===== config.mk =====
export PLATFORM = sky130hd
export DESIGN_NAME = claa_serial_add_ctrl
export DESIGN_NICKNAME = d
export VERILOG_FILES = /design/src/rtl/claa_serial_add_ctrl.sv
export SDC_FILE = /design/constraint.sdc
export NUM_CORES = 1
export LEC_CHECK = 0
export BUFFER_PORTS_ARGS = -buffer_cell sky130_fd_sc_hd__buf_2
export CAP_MARGIN = 25
export CELL_PAD_IN_SITES_DETAIL_PLACEMENT = 1
export CELL_PAD_IN_SITES_GLOBAL_PLACEMENT = 2
export CORE_UTILIZATION = 29
export DETAILED_ROUTE_END_ITERATION = 6
export PLACE_DENSITY = 0.77
export SLEW_MARGIN = 5
export SYNTH_ARGS = -nofsm -noshare
export SYNTH_HDL_FRONTEND = slang
export SYNTH_SLANG_ARGS = --single-unit

===== constraint.sdc =====
create_clock -name clk -period 2.5 [get_ports clk]
set_input_delay 0.125 -clock clk [delete_from_list [all_inputs] [get_ports clk]]
set_output_delay 0.125 -clock clk [all_outputs]
set_load 0.02 [all_outputs]

===== src/rtl/claa_serial_add_ctrl.sv =====
// Nibble-serial WIDTH-bit adder: one 4-bit carry look-ahead step per clock, LSB nibble first.
// Optional registered signed-overflow output ovf when CLAA_SERIAL_OVF_EN is defined.
//   state   | meaning
//   IDLE    | waiting for start; s/cout hold last result
//   RUN     | one nibble added per edge, carry chained through carry_q
//   DONE    | one-cycle done pulse; start ignored
module claa_serial_add_ctrl #(
    parameter int WIDTH = 16
) (
    input  logic             clk,
    input  logic             rst,
    input  logic             start,
    input  logic [WIDTH-1:0] a,
    input  logic [WIDTH-1:0] b,
    input  logic             cin,
    output logic             busy,
    output logic             done,
    output logic [WIDTH-1:0] s,
    output logic             cout
`ifdef CLAA_SERIAL_OVF_EN
    ,
    output logic             ovf
`endif
);

    localparam int N    = WIDTH / 4;
    localparam int IDXW = $clog2(N);

    localparam logic [1:0] ST_IDLE = 2'd0;
    localparam logic [1:0] ST_RUN  = 2'd1;
    localparam logic [1:0] ST_DONE = 2'd2;

    logic [1:0]       state;
    logic [WIDTH-1:0] a_q;
    logic [WIDTH-1:0] b_q;
    logic [WIDTH-1:0] acc;
    logic [WIDTH-1:0] acc_next;
    logic             carry_q;
    logic [IDXW-1:0]  idx;
    logic             last;

    logic [3:0] a_nib;
    logic [3:0] b_nib;
    logic [3:0] g;
    logic [3:0] p;
    logic [4:0] c;
    logic [3:0] sum_nib;

    always_comb begin
        a_nib = 4'(a_q >> {idx, 2'b00});
        b_nib = 4'(b_q >> {idx, 2'b00});
        g     = a_nib & b_nib;
        p     = a_nib ^ b_nib;
        c[0]  = carry_q;
        c[1]  = g[0] | (p[0] & c[0]);
        c[2]  = g[1] | (p[1] & g[0]) | (p[1] & p[0] & c[0]);
        c[3]  = g[2] | (p[2] & g[1]) | (p[2] & p[1] & g[0]) | (p[2] & p[1] & p[0] & c[0]);
        c[4]  = g[3] | (p[3] & g[2]) | (p[3] & p[2] & g[1]) | (p[3] & p[2] & p[1] & g[0])
              | (p[3] & p[2] & p[1] & p[0] & c[0]);
        sum_nib = p ^ c[3:0];
        last    = (idx == IDXW'(N - 1));
    end

    // Merge this step's nibble so the completion edge can publish the whole word at once.
    always_comb begin
        acc_next = acc;
        for (int i = 0; i < N; i++) begin
            if (idx == IDXW'(i)) acc_next[i*4 +: 4] = sum_nib;
        end
    end

    always_ff @(posedge clk) begin
        if (rst) begin
            state   <= ST_IDLE;
            a_q     <= '0;
            b_q     <= '0;
            acc     <= '0;
            carry_q <= 1'b0;
            idx     <= '0;
            busy    <= 1'b0;
            done    <= 1'b0;
            s       <= '0;
            cout    <= 1'b0;
`ifdef CLAA_SERIAL_OVF_EN
            ovf     <= 1'b0;
`endif
        end else begin
            case (state)
                ST_IDLE: begin
                    if (start) begin
                        a_q     <= a;
                        b_q     <= b;
                        carry_q <= cin;
                        idx     <= '0;
                        busy    <= 1'b1;
                        state   <= ST_RUN;
                    end
                end
                ST_RUN: begin
                    acc     <= acc_next;
                    carry_q <= c[4];
                    idx     <= idx + IDXW'(1);
                    if (last) begin
                        s     <= acc_next;
                        cout  <= c[4];
`ifdef CLAA_SERIAL_OVF_EN
                        ovf   <= c[3] ^ c[4];
`endif
                        busy  <= 1'b0;
                        done  <= 1'b1;
                        state <= ST_DONE;
                    end
                end
                ST_DONE: begin
                    done  <= 1'b0;
                    state <= ST_IDLE;
                end
                default: begin
                    busy  <= 1'b0;
                    done  <= 1'b0;
                    state <= ST_IDLE;
                end
            endcase
        end
    end

endmodule

==> results of run 1 <==
final timing paths:
kind,from,slack [ns],to
hold reg to reg,s[0]$_SDFFE_PP0P_,0.45,s[0]$_SDFFE_PP0P_
setup reg to reg,idx[0]$_SDFFE_PP0P_,0.15,acc[7]$_SDFFE_PP0P_
hold / removal,b[8],0.01,b_q[8]$_SDFFE_PP0P_
setup / recovery,idx[0]$_SDFFE_PP0P_,0.15,acc[7]$_SDFFE_PP0P_
metrics by stage:
step | cell area (um2) | total power, mW
after detailed placement | 3421 | 1.513
after floorplan | 3012 | 1.399
after global routing | 3706 | 2.634
final | 3706 | 2.506
after CTS | 3706 | 2.541
after global placement | 3406 | 1.503
logic make-up (layout without fill, tap and decap cells):
| kind of cell | count (synthesis) | in the layout | share of synthesized area |
|---|---|---|---|
| adder cells (fa/ha/maj) | 9 | 9 | 0.03989 |
| flip-flops | 68 | 68 | 0.4520 |
| AO/OA/AOI/OAI | 84 | 84 | 0.1703 |
| AND/OR/NAND/NOR | 142 | 142 | 0.2106 |
| multiplexers | 11 | 11 | 0.06980 |
| XOR/XNOR | 1 | 1 | 0.002909 |
| buffers and inverters | 36 | 96 | 0.05442 |
synth_stat cells (all sizes together):
cell / instances / area [um2]
a211o: 5 / 53.81
a211oi: 3 / 22.52
a21o: 1 / 8.760
a21oi: 54 / 270.3
a22oi: 1 / 7.510
a31oi: 6 / 37.54
and3b: 1 / 8.760
buf: 15 / 85.08
clkbuf: 12 / 45.04
dfxtp: 68 / 1361
fa: 1 / 20.02
ha: 8 / 100.1
inv: 9 / 33.78
mux2i: 3 / 30.03
mux4: 8 / 180.2
nand2: 83 / 311.6
nand2b: 3 / 26.27
nand3: 7 / 47.55
nand3b: 8 / 60.06
nand4: 3 / 18.77
nor2: 27 / 103.9
nor2b: 1 / 6.260
nor3: 5 / 25.02
nor3b: 1 / 7.510
nor4: 1 / 6.260
o211ai: 3 / 22.52
o21a: 1 / 7.510
o21ai: 5 / 25.02
o21bai: 1 / 7.510
o31ai: 4 / 50.05
or2: 2 / 12.52
xnor2: 1 / 8.760
worst register-to-register path: cells and delay by family (launching register included):
| kind | cells | cell delay (ns) |
|---|---|---|
| flops | 1 | 0.36 |
| buf+inv | 1 | 0.16 |
| compound gates | 2 | 0.61 |
| mux | 1 | 0.51 |
| simple gates | 2 | 0.28 |
| fa+ha+maj | 1 | 0.36 |
power by group through the flow:
stage / Clock (mW) / Combinational (mW) / Sequential (mW)
floorplan: 0 / 0.228 / 1.17
global placement: 0 / 0.321 / 1.18
detailed placement: 0 / 0.331 / 1.18
CTS: 1.04 / 0.341 / 1.16
global route: 1.10 / 0.374 / 1.16
finish: 1.02 / 0.334 / 1.16
final cells by class:
type                       instances  area share
multi-input combinational        247      0.4011
timing repair buffer              71      0.1168
tap                              133     0.04490
clock inverter                     6     0.02363
clock buffer                      10     0.03714
inverter                           9    0.009115
sequential                        68      0.3673
registers in the layout, summed over array words and instances, names as in the netlist:
signal	count
cout	1
carry_q	1
idx	2
busy	1
acc	12
b_q	16
s	16
state	2
a_q	16
done	1
per-layer routing:
layer  global-route usage  up-vias  wire [um]
met4              0.05510        0        119
met5                    0        -          0
li1                     -     1306          -
met3              0.03822       12        284
met2               0.2552       57       3621
met1               0.1840     1210       3611
==> impl_metrics.json, run 1 <==
{
  "ir_worst_vdd_uv": 336.0,
  "placementRows": 36,
  "die_y_um": 103.9,
  "r2r_cells": 7,
  "ys_seq_elements": 68,
  "syn-cell-area_um2": 3012,
  "period_needed_ns": 2.353,
  "timing.hold.ws_ns": 0.01280,
  "wl_um": 7636,
  "cts_tree": "built",
  "yosysWarnings": 0,
  "maxSlewHeadroom": 0.5214,
  "cts.clk_slew.worst_paths_ns": 0.07,
  "p_int_mw": 1.856,
  "stdcell_count": 544,
  "ys_types": 39,
  "post_drt_via_cell_ratio": 4.752,
  "seq_area_um2": 1361,
  "core_um2": 9910,
  "min_path_cells": 3,
  "finClkSkew_ns": 0.008699,
  "cap_viol_max_count": 0,
  "tns_ns": 0,
  "startpoint_type": "flip-flop",
  "antenna_found_initial": 0,
  "p_leak_nw": 1.454,
  "io_pins": 55,
  "placed_cells": 522,
  "drt_first_pass_iters": 4,
  "cts_resized": 0,
  "yosysSeqAreaShare": 0.4520,
  "fillerInstances": 1237,
  "p_sw_frac": 0.2595,
  "hpwl_um": 5453,
  "seqPwrFrac": 0.461,
  "cts_buffers": 9,
  "slowest_stage": "mux4_2",
  "layout_common_cells": "nand2_1 (83), dfxtp_1 (68), a21oi_1 (54), buf_2 (54), nor2_1 (26)",
  "max_freq_ghz": 0.4249,
  "syn_to_final_growth_pct": 23.06,
  "fin_util": 0.3740,
  "clockBufferDepth": 2,
  "power_frac_comb": 0.133,
  "critPathBufInv": 1,
  "post-route-period-util": 0.9414,
  "clockPowerShare": 0.406,
  "ant_nets": 0,
  "worst_path_dominant_cell_family": "compound AO/OA/AOI/OAI gates",
  "cp.depth": 7,
  "finalSetupViolations": 0,
  "first_global_vias": 2617,
  "crit_type": "reg -> reg",
  "cp-end-kind": "flip-flop",
  "vias": 2585,
  "die_area_um2": 10800,
  "post-route-drc-count": 0,
  "setup_ws_ns": 0.1465,
  "die_w_um": 103.9,
  "critPathArrivalTime_ns": 2.62,
  "avgSynthCellArea_um2": 8.580,
  "clk_latency_ns": 0.35,
  "port_buffers": 54,
  "cts_root_buf": "clkbuf_8",
  "rsz0062_at_grt": "false",
  "hold_path.class": "in -> reg",
  "crit_required_ns": 2.76,
  "grt_max_degree": 38,
  "cts_setup_buffers": 0,
  "multiInputGateArea_um2": 1486,
  "drive_above_1_share": 0.2433,
  "tightest_slew_ns": 0.7179,
  "worstPathCellList": "buf_12, mux4_2, ha_1, or2_2, nand3_4, a211o_4, o31ai_2",
  "final_common_cell": "nand2_1",
  "max_stage_delay_ns": 0.51,
  "power.density_nw_per_um2": 676.3,
  "drt_iter0_markers": 64,
  "n_antenna_cell": 0,
  "grt.total_usage": 0.1507,
  "synthCells": 351,
  "ctsHoldBuffers": 6,
  "crit_fanout": 12,
  "timing.final.hold_violations": 0,
  "place_ws_ns": 0.1479,
  "cts_max_level": 3,
  "finalWeightedCongestion": 0.7690,
  "nets": 451,
  "start_util": 0.3039,
  "netSwitchingPower_mw": 0.6505,
  "drt-wirelength-per-cell_um": 14.04,
  "grt_pass1_wl_um": 12980,
  "status": "complete, no violations",
  "overflow": 0,
  "synth_nets": 396,
  "clkSinkCount": 68,
  "maxSlewViolCount": 0
}
Note: power is estimated with default switching activity, not from simulation.
==> run 2: changes to the inputs <==
- ABC_AREA: unset -> 1
- CORE_UTILIZATION: 29 -> 28
- PLACE_DENSITY: 0.77 -> 0.78
==> impl_metrics.json, run 2 <==
{
  "clockBufferDepth": 2,
  "cts_buffers": 9,
  "crit_required_ns": 2.81,
  "status": "complete, no violations",
  "cts_max_level": 3,
  "stdcell_count": 606,
  "dr_wl_met3_um": 280,
  "timing.rr.end": "s[1]$_SDFFE_PP0P_",
  "die_w_um": 106.3,
  "post-route-period-util": 0.8824,
  "biggestRegsByFlops": "a_q x16, b_q x16, s x16",
  "hold_path.class": "in -> reg",
  "grt.total_usage": 0.1498,
  "hpwl_um": 6012,
  "synth-edff-count": 0,
  "syn-cell-area_um2": 3045,
  "power.density_nw_per_um2": 691.8,
  "finalWeightedCongestion": 0.7402,
  "clk_latency_ns": 0.36,
  "clkSinkCount": 68,
  "avgSynthCellArea_um2": 7.338,
  "cts_root_buf": "clkbuf_8",
  "startpoint_type": "flip-flop",
  "core_um2": 10420,
  "reg2reg_slack_ns": 0.29,
  "post-route-drc-count": 0,
  "maxSlewViolCount": 0,
  "cts_setup_buffers": 0,
  "routed.top_layer": "met4",
  "endpoint": "s[1]$_SDFFE_PP0P_",
  "place_ws_ns": 0.2618,
  "met2WireLength_um": 3537,
  "synth_common_cells": "nor2_1 (91), dfxtp_1 (68), o21ai_0 (64), nand2_1 (55), inv_1 (33)",
  "first_global_vias": 2731,
  "ys_types": 27,
  "synth_area_leader_cell": "dfxtp_1",
  "yosysMostFrequentCell": "nor2_1",
  "layout_common_cells": "nor2_1 (91), dfxtp_1 (68), o21ai_0 (64), nand2_1 (55), buf_2 (54)",
  "placed_cells": 590,
  "crit_type": "reg -> reg",
  "drive_above_1_share": 0.1830,
  "cts_tree": "built",
  "critPathArrivalTime_ns": 2.51,
  "syn_to_final_growth_pct": 17.42,
  "finClkSkew_ns": 0.01154,
  "synth_top_area_share": 0.4470,
  "grt_pass1_wl_um": 13050,
  "wl_um": 7977,
  "setup_ws_ns": 0.2941,
  "rsz0062_at_grt": "false",
  "p_leak_nw": 1.704,
  "ir_worst_vdd_uv": 276.3,
  "cts_resized": 0,
  "async_flop_share": 0,
  "drt-wirelength-per-cell_um": 13.16,
  "synth_area_leaders": "dfxtp_1 (45%), nor2_1 (11%), o21ai_0 (11%)",
  "crit_start": "idx[0]$_SDFFE_PP0P_",
  "stdcell_area_um2": 3576,
  "dpl_cell_area_um2": 3400,
  "finalSetupViolations": 0,
  "grt_max_degree": 33,
  "final_common_cell": "nor2_1",
  "cap_viol_max_count": 0,
  "synthFlopType": "dfxtp_1",
  "nets": 510,
  "ctsHoldBuffers": 0,
  "antenna_found_initial": 0,
  "vias": 2761,
  "port_buffers": 54,
  "fillerInstances": 1326,
  "tightest_slew_ns": 0.7333,
  "ant_nets": 0,
  "tns_ns": 0,
  "r2r-start": "idx[0]$_SDFFE_PP0P_",
  "io_pins": 55,
  "crit_fanout": 20,
  "start_util": 0.2924,
  "placementRows": 37,
  "die_area_um2": 11300,
  "synth_nets": 460,
  "maxSlewHeadroom": 0.5106,
  "wl_met1_um": 4049,
  "overflow": 0,
  "cp-end-kind": "flip-flop",
  "timing.final.hold_violations": 0,
  "drt_iter0_markers": 113,
  "yosysSeqAreaShare": 0.4470,
  "n_antenna_cell": 0,
  "synthCells": 415,
  "period_needed_ns": 2.206,
  "ys_seq_elements": 68,
  "cts.clk_slew.worst_paths_ns": 0.08,
  "post_drt_via_cell_ratio": 4.556,
  "r2r_cells": 10,
  "drt_first_pass_iters": 4,
  "die_y_um": 106.3,
  "max_freq_ghz": 0.4533,
  "yosysWarnings": 0
}
run 2: area by class of cell:
cell class,instances,area (um2),share of cell area
Clock inverter,7,52.55,0.01470
Sequential cell,68,1361,0.3807
Inverter,36,135.1,0.03779
Tap cell,136,170.2,0.04759
Timing Repair Buffer,60,315.3,0.08817
Clock buffer,9,123.9,0.03464
Multi-Input combinational cell,290,1418,0.3964
run 2: logic make-up after synthesis:
| kind of cell | Yosys count | share of synthesized area |
|---|---|---|
| AOI/OAI and AO/OA | 93 | 0.1615 |
| xor gates and xnor gates | 1 | 0.002876 |
| adders and majority gates | 9 | 0.03944 |
| buffers and inverters | 57 | 0.08751 |
| DFF | 68 | 0.4470 |
| and+or+nand+nor | 187 | 0.2617 |
run 2: how the worst min path moves through the flow:
stage / from / end / slack, ns / depth (start not counted)
2_1_floorplan: rst / acc[2]$_SDFFE_PP0P_ / 0.27 / 3
3_3_place_gp: b[1] / b_q[1]$_SDFFE_PP0P_ / 0.37 / 3
3_5_place_dp: b[14] / b_q[14]$_SDFFE_PP0P_ / 0.39 / 3
4_1_cts: b[14] / b_q[14]$_SDFFE_PP0P_ / 0.005 / 3
5_1_grt: b[14] / b_q[14]$_SDFFE_PP0P_ / 0.005 / 3
6_report: a[8] / a_q[8]$_SDFFE_PP0P_ / 0.01 / 3
run 2: per-stage QoR:
stage / power (mW) / util / hold slack, ns
finish: 2.474 / 0.3433 / 0.01437
global placement: 1.670 / 0.3264 / 0.3738
global route: 2.639 / 0.3433 / 0.004932
detailed placement: 1.686 / 0.3264 / 0.3863
CTS: 2.513 / 0.3433 / 0.005200
floorplan: 1.551 / - / 0.2731
run 2: worst max-delay path: stages, from the launching register on:
cell	delay (ns)
dfxtp_1	0.33
buf_4	0.23
nand2_1	0.08
a32oi_1	0.29
inv_1	0.10
fa_1	0.41
xnor2_1	0.32
nand2_1	0.09
o21ai_0	0.11
nand2_1	0.12
nand2_1	0.08
run 2: where the power goes:
group | total (mW) | switching, mW | leakage [nW] | internal [mW]
sequential | 1.19 | 0.0384 | 0.559 | 1.15
combinational | 0.459 | 0.296 | 1.06 | 0.164
clock | 0.822 | 0.458 | 0.0896 | 0.364
run 2: per-layer routing:
layer	vias up	GRT usage
li1	1449	-
met1	1249	0.1900
met2	53	0.2426
met3	10	0.04169
met4	0	0.05258
met5	-	0
==> run 3: changes to the inputs <==
- CORE_UTILIZATION: 28 -> 33
- PLACE_DENSITY: 0.78 -> 0.86
- clock period: 2.5 -> 2.6 ns (I/O delays scaled with it)
==> impl_metrics.json, run 3 (synthesized netlist as in run 2, its figures left out) <==
{
  "status": "finished, violations left",
  "violations": "design-rule violations",
  "ctsHoldBuffers": 0,
  "die_area_um2": 9617,
  "ir_worst_vdd_uv": 270.8,
  "antenna_found_initial": 0,
  "maxSlewViolCount": 0,
  "wl_um": 8108,
  "cts_buffers": 9,
  "ant_nets": 0,
  "cp-end-kind": "flip-flop",
  "tns_ns": 0,
  "cts_setup_buffers": 0,
  "hold_path.class": "in -> reg",
  "syn_to_final_growth_pct": 18.12,
  "cap_viol_max_count": 0,
  "finalWeightedCongestion": 0.7573,
  "p_leak_nw": 1.724,
  "io_pins": 55,
  "n_antenna_cell": 0,
  "die_y_um": 98.07,
  "grt_max_degree": 35,
  "max_stage_delay_ns": 0.38,
  "post-route-drc-count": 3,
  "finClkSkew_ns": 0.007562,
  "critPathArrivalTime_ns": 2.56,
  "critPathBufInv": 2,
  "cp_common_cell": "nand2_1",
  "timing.final.hold_violations": 0,
  "crit_type": "reg -> reg",
  "final_common_cell": "nor2_1",
  "hpwl_um": 5754,
  "grt_pass1_wl_um": 13680,
  "period_needed_ns": 2.306,
  "clkSinkCount": 68,
  "slowest_stage": "dfxtp_1",
  "overflow": 0,
  "cts.clk_slew.worst_paths_ns": 0.08,
  "finalSetupViolations": 0,
  "port_buffers": 54,
  "biggestRegsByFlops": "a_q x16, b_q x16, s x16",
  "nets": 509,
  "placed_cells": 561,
  "tightest_slew_ns": 0.6643,
  "crit_fanout": 18,
  "maxSlewHeadroom": 0.5566,
  "power.density_nw_per_um2": 727.4,
  "vias": 2855,
  "start_util": 0.3442,
  "fillerInstances": 1124,
  "drive_above_1_share": 0.1812,
  "drt-wirelength-per-cell_um": 14.05,
  "crit_required_ns": 2.85,
  "post-route-period-util": 0.8868,
  "setup_ws_ns": 0.2944,
  "layout_common_cells": "nor2_1 (91), dfxtp_1 (68), o21ai_0 (63), nand2_1 (55), buf_2 (54)",
  "timing.hold.ws_ns": 0.03230,
  "stdcell_area_um2": 3597,
  "place_ws_ns": 0.2431,
  "fin_util": 0.4065,
  "drt_iter0_markers": 58,
  "worstPathCellList": "clkinvlp_4, o21ai_0, o22ai_1, ha_1, nand2_1, nand2_1, nand2_1, nand2_1, nand2_2, nand3_1, nand3_1, nand2_1, inv_1",
  "rsz0062_at_grt": "false",
  "cts_tree": "built",
  "die_w_um": 98.07,
  "placementRows": 34,
  "drt_first_pass_iters": 6,
  "dpl_cell_area_um2": 3357,
  "post_drt_via_cell_ratio": 4.948,
  "grt.total_usage": 0.1810,
  "stdcell_count": 577,
  "clk_latency_ns": 0.35,
  "worst_path_dominant_cell_family": "simple AND/OR/NAND/NOR gates",
  "first_global_vias": 2836,
  "cts_max_level": 3,
  "cts_root_buf": "clkbuf_8",
  "power_mw": 2.617,
  "startpoint_type": "flip-flop",
  "core_um2": 8848,
  "clockBufferDepth": 2,
  "max_freq_ghz": 0.4337
}
==> run 3: cell types whose count changed in the layout (fill, tap and decap cells not counted), sizes merged <==
cell | before | now
clkinvlp | 1 | 2
buf | 60 | 59
bufinv | 0 | 2
clkinv | 5 | 0
inv | 37 | 35
clkbuf | 9 | 13
==> run 3: report_power, final <==
group	switching, mW	leakage [nW]	total [mW]	internal [mW]
clock	0.405	0.116	1.02	0.619
sequential	0.0378	0.559	1.15	1.11
combinational	0.289	1.05	0.445	0.156
==> run 3: worst paths after layout <==
kind	from	to	slack [ns]	depth (start not counted)
max	idx[0]$_SDFFE_PP0P_	acc[3]$_SDFFE_PP0P_	0.29	13
max reg2reg	idx[0]$_SDFFE_PP0P_	acc[3]$_SDFFE_PP0P_	0.29	13
min reg2reg	s[14]$_SDFFE_PP0P_	s[14]$_SDFFE_PP0P_	0.46	2
min	a[5]	a_q[5]$_SDFFE_PP0P_	0.03	3
==> run 3: layer usage <==
metal | track usage | part of all wire
met1 | 0.2316 | 0.47
met2 | 0.2974 | 0.47
met3 | 0.04152 | 0.043
met4 | 0.06643 | 0.013
met5 | 0 | 0
==> run 3: area by class of cell <==
type	count	area, um2	area share
repair buffers	59	307.8	0.08557
flip-flops and latches	68	1361	0.3784
clock inverters	3	67.56	0.01878
well taps	108	135.1	0.03757
clock buffers	13	168.9	0.04696
inverters	36	138.9	0.03861
multi-input cells	290	1418	0.3941
==> run 3: repair_timing <==
action / in CTS / in global routing
endpoints found under the hold margin: 0 / 0
resized for setup: 0 / 2
setup endpoints to repair: 0 / 6
==> run 3: worst min-delay path, stage by stage <==
cell and delay (ns):
buf_2 0.07, o21ai_0 0.07, nor2_1 0.08
